<file path="config.mk">
export PLATFORM = sky130hd
export DESIGN_NAME = proc_ctrl_seq
export DESIGN_NICKNAME = d
export VERILOG_FILES = /design/src/rtl/proc_ctrl_seq.sv
export SDC_FILE = /design/constraint.sdc
export NUM_CORES = 1
export LEC_CHECK = 0
export CORE_MARGIN = 10
export CORE_UTILIZATION = 42
export CTS_BUF_LIST = sky130_fd_sc_hd__clkbuf_4
export DETAILED_ROUTE_END_ITERATION = 7
export GPL_TIMING_DRIVEN = 0
export PLACE_DENSITY = 0.95
export RECOVER_POWER = 25
export SETUP_SLACK_MARGIN = 0.3
export SKIP_CTS_REPAIR_TIMING = 1
export SYNTH_ARGS = -nofsm -noshare
export SYNTH_HDL_FRONTEND = slang
export SYNTH_SLANG_ARGS = --single-unit
</file>
<file path="constraint.sdc">
create_clock -name Clock -period 4.5 [get_ports Clock]
set_clock_uncertainty 0.1 [all_clocks]
set_input_delay 0.45 -clock Clock [delete_from_list [all_inputs] [get_ports Clock]]
set_output_delay 0.45 -clock Clock [all_outputs]
set_load 0.05 [all_outputs]
</file>
<file path="src/rtl/proc_ctrl_seq.sv">
// Control sequencer for the 16-bit processor datapath: fetches a 9-bit instruction and walks T0-T3.
// Optional mvnz instruction (opcode 100) enabled by defining CTRL_EXT_OPS_EN.
module proc_ctrl_seq #(
  parameter int unsigned DATA_W = 32'd16
) (
  input  logic              Clock,
  input  logic              Resetn,
  input  logic              Run,
  input  logic [DATA_W-1:0] DIN,
  input  logic              GNZ,
  output logic [7:0]        Rout,
  output logic              Gout,
  output logic              DINout,
  output logic [7:0]        Rin,
  output logic              Ain,
  output logic              Gin,
  output logic              AddSub,
  output logic              IRin,
  output logic              Done
);

  typedef enum logic [1:0] {
    T0 = 2'd0,
    T1 = 2'd1,
    T2 = 2'd2,
    T3 = 2'd3
  } state_t;

  state_t     state_q, state_d;
  logic [8:0] ir_q, ir_d;

  logic [7:0] rout_s, rin_s;
  logic       gout_s, dinout_s, ain_s, gin_s, addsub_s, irin_s, done_s;
  logic [7:0] x_onehot_s, y_onehot_s;

  assign x_onehot_s = 8'd1 << ir_q[5:3];
  assign y_onehot_s = 8'd1 << ir_q[2:0];

  // State and instruction registers; reset abandons any partial instruction.
  always_ff @(posedge Clock or negedge Resetn) begin
    if (!Resetn) begin
      state_q <= T0;
      ir_q    <= 9'd0;
    end else begin
      state_q <= state_d;
      ir_q    <= ir_d;
    end
  end

  // Next-state and bus control decode.
  always_comb begin
    state_d  = state_q;
    ir_d     = ir_q;
    rout_s   = 8'd0;
    rin_s    = 8'd0;
    gout_s   = 1'b0;
    dinout_s = 1'b0;
    ain_s    = 1'b0;
    gin_s    = 1'b0;
    addsub_s = 1'b0;
    irin_s   = 1'b0;
    done_s   = 1'b0;
    case (state_q)
      T0: begin
        irin_s = Run;
        if (Run) begin
          ir_d    = DIN[8:0];
          state_d = T1;
        end else begin
          state_d = T0;
        end
      end
      T1: begin
        case (ir_q[8:6])
          3'b000: begin
            rout_s  = y_onehot_s;
            rin_s   = x_onehot_s;
            done_s  = 1'b1;
            state_d = T0;
          end
          3'b001: begin
            dinout_s = 1'b1;
            rin_s    = x_onehot_s;
            done_s   = 1'b1;
            state_d  = T0;
          end
          3'b010, 3'b011: begin
            rout_s  = x_onehot_s;
            ain_s   = 1'b1;
            state_d = T2;
          end
`ifdef CTRL_EXT_OPS_EN
          3'b100: begin
            rout_s = y_onehot_s;
            done_s = 1'b1;
            if (GNZ) begin
              rin_s = x_onehot_s;
            end else begin
              rin_s = 8'd0;
            end
            state_d = T0;
          end
`endif
          default: begin
            // Illegal opcodes complete without touching any register.
            done_s  = 1'b1;
            state_d = T0;
          end
        endcase
      end
      T2: begin
        rout_s   = y_onehot_s;
        gin_s    = 1'b1;
        addsub_s = ir_q[6];
        state_d  = T3;
      end
      T3: begin
        gout_s  = 1'b1;
        rin_s   = x_onehot_s;
        done_s  = 1'b1;
        state_d = T0;
      end
      default: begin
        state_d = T0;
      end
    endcase
  end

  // Outputs are forced quiet for the whole time reset is held, even though Run may be high.
  assign Rout   = rout_s & {8{Resetn}};
  assign Rin    = rin_s & {8{Resetn}};
  assign Gout   = gout_s & Resetn;
  assign DINout = dinout_s & Resetn;
  assign Ain    = ain_s & Resetn;
  assign Gin    = gin_s & Resetn;
  assign AddSub = addsub_s & Resetn;
  assign IRin   = irin_s & Resetn;
  assign Done   = done_s & Resetn;

`ifdef CTRL_EXT_OPS_EN
  logic unused_s;
  assign unused_s = ^DIN[DATA_W-1:9];
`else
  logic unused_s;
  assign unused_s = ^{DIN[DATA_W-1:9], GNZ};
`endif

endmodule
</file>
==> flow_metrics.tcl <==
set metrics [dict create \
    portBuffers 34 \
    crit_required_ns 3.95 \
    netlist_instances 77 \
    ff2ff_setup_slack_ns 2.85 \
    grt_pass1_vias 754 \
    start_util_pct 44.0 \
    cts_sinks 11 \
    cpPeakStageDelay_ns 1.01 \
    hold_path_class "flip-flop to flip-flop" \
    rsz0062_at_grt "false" \
    wl_per_cell_um 15.5 \
    initialDrtViolationCount 28 \
    grtUsageTotal_pct 10.7 \
    grt_max_degree 22 \
    drive_gt1_share_pct 14.8 \
    ys_ff_latch 11 \
    drv_slew 0 \
    crit_chain "dlygate4sd3_1 > and2_0 > buf_2 > nand3_1 > o32ai_1 > clkdlybuf4s50_1" \
    hold_path.startpoint "state_q[0]" \
    final_common_cell "clkdlybuf4s50_1" \
    layout_common_cells "clkdlybuf4s50_1, dfrtp_1, mux2_2, nor2_1, ha_1" \
    drt-pass1-iter-count 4 \
    dpl_worst_slack_ns 0.893 \
    grt.overflow.total 0 \
    powerDensity_mw_per_mm2 539 \
    setup.worst_path.start "Resetn" \
    multi_input_area_um2 460 \
    path_clk_slew_ns 0.07 \
    worstSetupEndpointType "output pin" \
    postSynthAreaPerCell_um2 9.77 \
    fin_setup_tns_ns 0 \
    cts_max_path_buffers 2 \
    setup_viol 0 \
    crit_family "buffers and inverters" \
    slew_headroom_pct 51.5 \
    io_pins 43 \
    critical_path.slowest_cell "dlygate4sd3_1" \
    grt_pass1_wl_mm 3.46 \
    r2r_end "ir_q[1]" \
    final_nets 141 \
    p_leak_nw 0.434 \
    dieWidth_um 62.3 \
    clock_latency_ns 0.27 \
    die-area_mm2 0.00388 \
    yosysWarnings 0 \
    power_uw 622 \
    outcome "finished clean" \
    worstReg2RegStart "state_q[0]" \
    rows 15 \
    min_path_cells 1 \
    cts_buffers 3 \
    arrival_ns 3.13 \
    seqCellArea_um2 275 \
    coreArea_mm2 0.00171 \
    tightest_slew_ns 0.726 \
    r2r_cells 4 \
    routed_via_density 5.44 \
    cts-root-buf "clkbuf_4" \
    gp_congestion 0.854 \
    synth_nets 102 \
    ant_nets 0 \
    synth_area_um2 752 \
    hpwlAfterDp_mm 1.74 \
    fillers 148 \
    drv_cap 0 \
    placed_cell_area_mm2 0.00112 \
    critPathKind "primary input to output pin" \
    drcViolationCount 0 \
    period_needed_ns 3.68 \
    dieHeight_um 62.3 \
    wirelength_mm 2.17 \
    fin_crit_sh_pct 81.9 \
    area_growth_pct 53.4 \
    utilization_pct 67.5 \
    hold_violations 0 \
    h-tree-depth 1 \
    vias 762 \
    design_area_mm2 0.00115 \
    fin_ws_ns 0.816 \
    ys_seq_area_share_pct 36.6 \
    cp-start-kind "primary input" \
    cts_tree "done" \
    cp_num_buf_inv 3 \
    diodes 0 \
    fmax_mhz 271 \
    synthDistinctLibCells 27 \
    ir_worst_vdd_v 0.000381 \
    antenna_found_initial 0 \
    crit_fanout 21 \
]
## worst max-delay path by stage
stage / slack, ns / cells after the start / endpoint
6_report: 0.82 / 6 / Rout[3]
3_3_place_gp: 0.98 / 6 / Rout[3]
4_1_cts: 0.87 / 6 / Rout[7]
2_1_floorplan: 1.67 / 6 / Rout[2]
5_1_grt: 0.62 / 6 / Rout[7]
3_5_place_dp: 0.89 / 6 / Rout[7]
## kinds of logic after synthesis
| logic type | Yosys count | synth area share (%) |
|---|---|---|
| compound gates | 13 | 11.6 |
| fa+ha+maj | 5 | 8.32 |
| buf+inv | 4 | 2.16 |
| flops | 11 | 36.6 |
| mux | 10 | 15.0 |
| simple gates | 34 | 26.3 |
## cell type report
| class | instances | share of cell area (%) |
|---|---|---|
| timing repair buffer | 34 | 29.5 |
| multi-input combinational | 62 | 39.9 |
| sequential | 11 | 23.9 |
| inverter | 2 | 0.651 |
| buffer | 2 | 0.759 |
| tap | 25 | 2.71 |
| clock buffer | 4 | 2.60 |
## where the power goes
group	internal (mW)	leakage [nW]	switching [mW]
sequential	0.149	0.131	0.0583
clock	0.0404	0.0184	0.0331
combinational	0.146	0.285	0.195
total	0.335	0.434	0.287
## worst reg2reg max path, stage by stage (launching register included)
cell and delay, ns:
dfrtp_1 0.42, inv_1 0.11, ha_1 0.22, nand2_1 0.31, mux2_2 0.38
## Yosys cell counts
cell type	instances	area, µm²
o22ai_1	4	25.0
buf_2	1	5.00
ha_1	5	62.6
and2_1	2	12.5
o211ai_1	1	7.51
nand2b_1	3	18.8
o21ai_1	1	5.00
nor4b_2	1	15.0
mux2_2	10	113
o21ai_0	2	10.0
nor3b_1	1	7.51
or2_2	1	6.26
nand3b_1	2	15.0
dfrtp_1	11	275
nor2_1	6	22.5
clkbuf_1	1	3.75
and2_0	1	6.26
nor3_1	4	20.0
a21oi_1	1	5.00
nand4_1	1	6.26
o32ai_1	4	35.0
nand3_1	2	10.0
inv_1	2	7.51
and3_1	4	25.0
nor2b_1	2	12.5
nand4b_1	1	8.76
nand2_1	3	11.3
## stage by stage
stage | hold WS (ns) | instances
after floorplan | 0.0544 | 77
after global placement | 0.436 | 136
after detailed placement | 0.454 | 136
after CTS | 0.452 | 140
after global routing | 0.494 | 140
final | 0.454 | 140
## routing by layer
metal / wire [µm] / up-vias / global-route usage, %
met5: 0 / - / 0
met4: 32 / 0 / 4.19
met3: 296 / 5 / 5.56
met2: 972 / 40 / 16.9
met1: 872 / 353 / 11.7
li1: - / 364 / -
## registers in the layout, summed over array words and instances, names as in the netlist, named ones only
signal and flops:
ir_q 9, state_q 1
Note: power is estimated with default switching activity, not from simulation.
